==> src/rtl/pipe_ctrl.sv <==
// D-stage decoder and E-stage control register for an RV32I(M) pipeline,
// with a small IDLE/BUSY sequencer that holds F/D while a MUL/DIV occupies E.
module pipe_ctrl #(
  parameter bit M_EXT   = 1'b1,
  parameter int MUL_LAT = 2,
  parameter int DIV_LAT = 32
) (
  input  logic        clk,
  input  logic        rst_n,
  input  logic [31:0] inst_d,
  input  logic        valid_d,
  input  logic        stall_in,
  input  logic        flush_e,
  output logic        stall_d,
  output logic        valid_e,
  output logic        illegal_e,
  output logic        reg_wr_e,
  output logic        sel_a_e,
  output logic        sel_b_e,
  output logic [1:0]  wb_sel_e,
  output logic [2:0]  imm_src_e,
  output logic [2:0]  funct3_e,
  output logic [4:0]  alu_op_e,
  output logic [6:0]  opcode_e,
  output logic        md_busy,
  output logic        md_done
);

  localparam int MAX_LAT = (MUL_LAT > DIV_LAT) ? MUL_LAT : DIV_LAT;
  localparam int CW      = $clog2(MAX_LAT) + 1;
  localparam logic [CW-1:0] MUL_LD = CW'(MUL_LAT - 1);
  localparam logic [CW-1:0] DIV_LD = CW'(DIV_LAT - 1);

  localparam logic [6:0] OP_R   = 7'b0110011;
  localparam logic [6:0] OP_I   = 7'b0010011;
  localparam logic [6:0] OP_LD  = 7'b0000011;
  localparam logic [6:0] OP_ST  = 7'b0100011;
  localparam logic [6:0] OP_LUI = 7'b0110111;
  localparam logic [6:0] OP_AUI = 7'b0010111;
  localparam logic [6:0] OP_BR  = 7'b1100011;
  localparam logic [6:0] OP_JAL = 7'b1101111;
  localparam logic [6:0] OP_JLR = 7'b1100111;

  localparam logic [4:0] A_ADD = 5'd0,  A_SUB = 5'd1,  A_SLL = 5'd2,  A_SLT = 5'd3;
  localparam logic [4:0] A_SLTU = 5'd4, A_XOR = 5'd5,  A_SRL = 5'd6,  A_SRA = 5'd7;
  localparam logic [4:0] A_OR = 5'd8,   A_AND = 5'd9,  A_LUI = 5'd10, A_MUL = 5'd11;

  typedef struct packed {
    logic       valid;
    logic       illegal;
    logic       reg_wr;
    logic       sel_a;
    logic       sel_b;
    logic [1:0] wb_sel;
    logic [2:0] imm_src;
    logic [2:0] funct3;
    logic [4:0] alu_op;
    logic [6:0] opcode;
  } ctrl_t;

  typedef enum logic {IDLE, BUSY} state_t;

  logic [6:0] op;
  logic [2:0] f3;
  logic [6:0] f7;
  logic       unused_fields;
  assign op = inst_d[6:0];
  assign f3 = inst_d[14:12];
  assign f7 = inst_d[31:25];
  assign unused_fields = ^{inst_d[24:15], inst_d[11:7]};

  ctrl_t  dec;
  logic   is_md;
  logic [4:0] base_op;

  // funct3 maps straight onto the ALU op for the register/immediate forms.
  always_comb begin
    base_op = A_ADD;
    case (f3)
      3'b000: base_op = A_ADD;
      3'b001: base_op = A_SLL;
      3'b010: base_op = A_SLT;
      3'b011: base_op = A_SLTU;
      3'b100: base_op = A_XOR;
      3'b101: base_op = A_SRL;
      3'b110: base_op = A_OR;
      3'b111: base_op = A_AND;
      default: base_op = A_ADD;
    endcase
  end

  always_comb begin
    dec        = '0;
    dec.funct3 = f3;
    dec.opcode = op;
    is_md      = 1'b0;
    case (op)
      OP_R: begin
        dec.reg_wr = 1'b1; dec.sel_a = 1'b1; dec.wb_sel = 2'b01;
        if (f7 == 7'b0000000)                      dec.alu_op = base_op;
        else if (f7 == 7'b0100000 && f3 == 3'b000) dec.alu_op = A_SUB;
        else if (f7 == 7'b0100000 && f3 == 3'b101) dec.alu_op = A_SRA;
        else if (f7 == 7'b0000001 && M_EXT) begin
          is_md      = 1'b1;
          dec.alu_op = A_MUL + {2'b00, f3};
        end
        else dec.illegal = 1'b1;
      end
      OP_I: begin
        dec.reg_wr = 1'b1; dec.sel_a = 1'b1; dec.sel_b = 1'b1; dec.wb_sel = 2'b01;
        dec.alu_op = base_op;
        if (f3 == 3'b001 && f7 != 7'b0000000) dec.illegal = 1'b1;
        if (f3 == 3'b101) begin
          if (f7 == 7'b0100000)      dec.alu_op  = A_SRA;
          else if (f7 != 7'b0000000) dec.illegal = 1'b1;
        end
      end
      OP_LD:  begin dec.reg_wr = 1'b1; dec.sel_a = 1'b1; dec.sel_b = 1'b1; dec.wb_sel = 2'b10; end
      OP_ST:  begin dec.sel_a = 1'b1; dec.sel_b = 1'b1; dec.imm_src = 3'b001; end
      OP_LUI: begin
        dec.reg_wr = 1'b1; dec.sel_b = 1'b1; dec.wb_sel = 2'b01;
        dec.imm_src = 3'b100; dec.alu_op = A_LUI;
      end
      OP_AUI: begin dec.reg_wr = 1'b1; dec.sel_b = 1'b1; dec.wb_sel = 2'b01; dec.imm_src = 3'b100; end
      OP_BR:  begin dec.sel_b = 1'b1; dec.imm_src = 3'b010; end
      OP_JAL: begin dec.reg_wr = 1'b1; dec.sel_b = 1'b1; dec.imm_src = 3'b011; end
      OP_JLR: begin dec.reg_wr = 1'b1; dec.sel_a = 1'b1; dec.sel_b = 1'b1; end
      default: dec.illegal = 1'b1;
    endcase
    // Illegal encodings must never write back or look like a multi-cycle op.
    if (dec.illegal) begin
      dec.reg_wr = 1'b0;
      dec.wb_sel = 2'b00;
      dec.alu_op = A_ADD;
      is_md      = 1'b0;
    end
    dec.valid = valid_d;
  end

  ctrl_t         e_q, e_d;
  state_t        state_q, state_d;
  logic [CW-1:0] cnt_q, cnt_d;
  logic          busy, cnt_nz;

  assign busy    = (state_q == BUSY);
  assign cnt_nz  = (cnt_q != '0);
  assign stall_d = stall_in | (busy & cnt_nz);
  assign md_busy = busy;
  assign md_done = busy & ~cnt_nz & ~flush_e;

  always_comb begin
    e_d     = e_q;
    state_d = state_q;
    cnt_d   = cnt_q;
    if (flush_e) begin
      e_d     = '0;
      state_d = IDLE;
      cnt_d   = '0;
    end else begin
      if (busy && cnt_nz) cnt_d = cnt_q - CW'(1);
      if (!stall_d) begin
        e_d = dec;
        if (valid_d && is_md) begin
          state_d = BUSY;
          cnt_d   = f3[2] ? DIV_LD : MUL_LD;
        end else begin
          state_d = IDLE;
        end
      end
    end
  end

  always_ff @(posedge clk) begin
    if (!rst_n) begin
      e_q     <= '0;
      state_q <= IDLE;
      cnt_q   <= '0;
    end else begin
      e_q     <= e_d;
      state_q <= state_d;
      cnt_q   <= cnt_d;
    end
  end

  assign valid_e   = e_q.valid;
  assign illegal_e = e_q.illegal;
  assign reg_wr_e  = e_q.reg_wr;
  assign sel_a_e   = e_q.sel_a;
  assign sel_b_e   = e_q.sel_b;
  assign wb_sel_e  = e_q.wb_sel;
  assign imm_src_e = e_q.imm_src;
  assign funct3_e  = e_q.funct3;
  assign alu_op_e  = e_q.alu_op;
  assign opcode_e  = e_q.opcode;

endmodule

==> config.mk <==
export PLATFORM = sky130hd
export DESIGN_NAME = pipe_ctrl
export DESIGN_NICKNAME = d
export VERILOG_FILES = /design/src/rtl/pipe_ctrl.sv
export SDC_FILE = /design/constraint.sdc
export NUM_CORES = 1
export LEC_CHECK = 0
export BUFFER_PORTS_ARGS = -buffer_cell sky130_fd_sc_hd__buf_4
export CAP_MARGIN = 40
export CORE_ASPECT_RATIO = 0.6
export CORE_MARGIN = 2
export CORE_UTILIZATION = 45
export CTS_CLUSTER_DIAMETER = 100
export DETAILED_ROUTE_END_ITERATION = 10
export PLACE_DENSITY = 0.76
export SYNTH_ARGS = -nofsm -noshare
export SYNTH_HDL_FRONTEND = slang
export SYNTH_SLANG_ARGS = --single-unit
==> constraint.sdc <==
create_clock -name clk -period 2.1 [get_ports clk]
set_input_delay 0.42 -clock clk [delete_from_list [all_inputs] [get_ports clk]]
set_output_delay 0.42 -clock clk [all_outputs]
set_load 0.03 [all_outputs]
==> reports/results.ini <==
[yosys]
netlist_area_um2 = 1830
ys_seq_elements = 32
syn_inst = 232
yosysSeqAreaShare_pct = 34.9
netlist.area_leader.share_pct = 34.9
ys.flop_type = dfxtp_1
syn-mean-instance-area_um2 = 7.90
synth_area_leaders = dfxtp_1, a21oi_1, nand2_1, ha_1, nor2_1
asyncSetResetFlopFracSynth_pct = 0
synth_edf_count = 0
synth_cell_types = 48
synth_fp_nets = 277
yosys_warnings = 0
yosysTopAreaCell = dfxtp_1

[sta]
fmax_mhz = 474
tightest_slew_ns = 0.614
maxSlewHeadroom_pct = 58.5
finalSetupViolCount = 1
final.setup.tns_ns = -0.00770
drv_slew = 0
rsz0062_at_grt = true
hold_violations = 0
post-route-min-period_ns = 2.11
finalCritPeriodShare_pct = 100
skew_ns = 0.00349
setup_ws_ns = -0.00770

[route]
wl_mm = 5.18
wl_per_cell_um = 15.0
vias = 1932
drc_errors = 0
drtIter0Drc = 94
drtAntennaViolNets = 0
avgViaCountPerCell = 5.58
drt_first_pass_iters = 4

[min_path]
holdPathEnd = opcode_e[0]
worstHoldPathCells = 3
min_from = inst_d[0]
hp-class = input port to flop

[critical_path]
r2r_end = cnt_q[4]
cp.arrival_ns = 1.69
crit_type = flop to primary output
rrSetupSlack_ns = 0.01
r2r_start = cnt_q[0]
crit_path_end_kind = primary output
worstPathMaxFanout = 3
startpoint_type = flop
required_ns = 1.68
r2r.worst_path.cells = 9

[floorplanning]
fp.dieH_um = 53.4
die_w_um = 86.4
start_util_pct = 48.4
ioPinCount = 65
coreArea_um2 = 3790
fp-row-count = 17
dieArea_um2 = 4620

[power]
leakagePower_nw = 1.09
ir_drop_mv = 0.350
power.total_w = 0.00135
power-per-cell-area_nw_per_um2 = 523

[grt]
grt_max_degree = 16
antenna_found_initial = 0
grt_usage_pct = 23.6
first_global_vias = 1669
overflow = 0
grt_pass1_wl_mm = 8.31

[placement]
place_inst = 329
io_buffer_count = 49
place_area_um2 = 2320
post-dp-hpwl_mm = 3.64
gp_congestion = 0.824

[outcome]
violations = setup timing
status = complete, but fails checks

[clocking]
root_buffer = clkbuf_8
cts_tree = yes
insertion_delay_ns = 0.28
cts.clk_slew.worst_paths_ns = 0.07
clock_sinks = 32
cts_buffers = 5
htreeDepth = 2
cts_buffer_depth = 2

[finish]
fin_area_um2 = 2570
layout-drive-gt1-share_pct = 32.8
syn_to_final_growth_pct = 40.3
stdcell_count = 346
final_nets = 343
final_util_pct = 67.9
n_antenna_cell = 0

[flow_run]
maxCapViolCount = 0

-- cell families after synthesis --
kind of cell               count (synthesis)  synth area share [%]
and+or+nand+nor                           97                  27.2
AOI/OAI and AO/OA                         60                  20.9
DFF                                       32                  34.9
buffers and inverters                     24                  5.80
adders and majority gates                  8                  5.46
xor gates and xnor gates                   6                  2.87
muxes                                      5                  2.80
-- worst max path at each step --
stage             start       end  slack (ns)  depth (start not counted)
3_5_place_dp   cnt_q[0]  cnt_q[4]       -0.02                          9
2_1_floorplan  cnt_q[0]  cnt_q[1]    -0.00008                         10
4_1_cts        cnt_q[0]   stall_d      -0.006                          8
5_1_grt        cnt_q[0]  cnt_q[3]       -0.07                          9
6_report       cnt_q[0]   md_done      -0.008                          6
3_3_place_gp   cnt_q[0]  cnt_q[3]       0.009                          9
-- report_power, final --
part           internal, W  switching, W  leakage (nW)
sequential        0.000615    0.00000433         0.259
clock             0.000267      0.000222        0.0455
combinational     0.000108      0.000130         0.783
-- routing by layer --
layer	GRT usage, %	share of wire [%]
met5	0	0
met4	3.91	0.43
met1	35.3	51
met2	34.0	40
met3	6.24	8.5
-- flip-flops by register name, indices dropped and copies added (netlist names) --
register and count:
opcode_e 7, cnt_q 6, alu_op_e 5, funct3_e 3, imm_src_e 3, wb_sel_e 2, illegal_e 1, md_busy 1
reg_wr_e 1, sel_a_e 1, sel_b_e 1, valid_e 1
-- placed cells by master, fill, tap and decap left out, drive strengths merged, types with 3 or more instances in the layout --
cell type / instances
a21oi: 28
a22oi: 3
a31oi: 4
and2: 4
and3: 3
buf: 73
clkbuf: 8
dfxtp: 32
ha: 8
inv: 9
mux2i: 4
nand2: 28
nand2b: 3
nand3: 6
nand4: 5
nor2: 24
nor2b: 5
nor3: 5
o21ai: 10
o2bb2ai: 3
xnor2: 3
xor2: 3
-- repair_timing --
item | 4_1_cts | 5_1_grt
buffers inserted | 6 | 2
hold buffers | 0 | 0
gates cloned | 1 | 0
endpoints found under the setup margin | 6 | 13
resized for setup | 7 | 7
pin swaps | 1 | 5
-- cell usage after synthesis (3+ instances only) --
master / count
o21ai_0: 9
nand4_1: 5
nor2_1: 23
xor2_1: 3
nand2b_1: 3
nand3_1: 6
xnor2_1: 3
dfxtp_1: 32
ha_1: 8
a31oi_1: 4
and3_1: 3
mux2i_1: 4
nor3_1: 5
inv_1: 8
a22oi_1: 3
o2bb2ai_1: 3
nor2b_1: 5
nand2_1: 28
a21oi_1: 28
clkbuf_1: 10
-- final cells by class --
cell class / instances / area [um^2]
clock buffers: 8 / 90.1
inverters: 9 / 33.8
flip-flops and latches: 32 / 642
well taps: 47 / 58.8
fillers: 328 / 1210
multi-input cells: 176 / 1140
repair buffers: 74 / 612
-- critical path, cell delays in order (launching register included) --
cell and delay, ns:
dfxtp_2 0.33, inv_2 0.07, ha_4 0.14, nand2b_4 0.06
or4_1 0.45, nor3b_2 0.17, buf_4 0.18
-- stage by stage --
stage | setup slack (ns) | hold slack (ns)
finish | -0.00770 | 0.408
global route | -0.0742 | 0.414
CTS | -0.00621 | 0.403
detailed placement | -0.0154 | 0.446
global placement | 0.00886 | 0.447
floorplan | -0.0000786 | 0.532
Note: power is estimated with default switching activity, not from simulation.
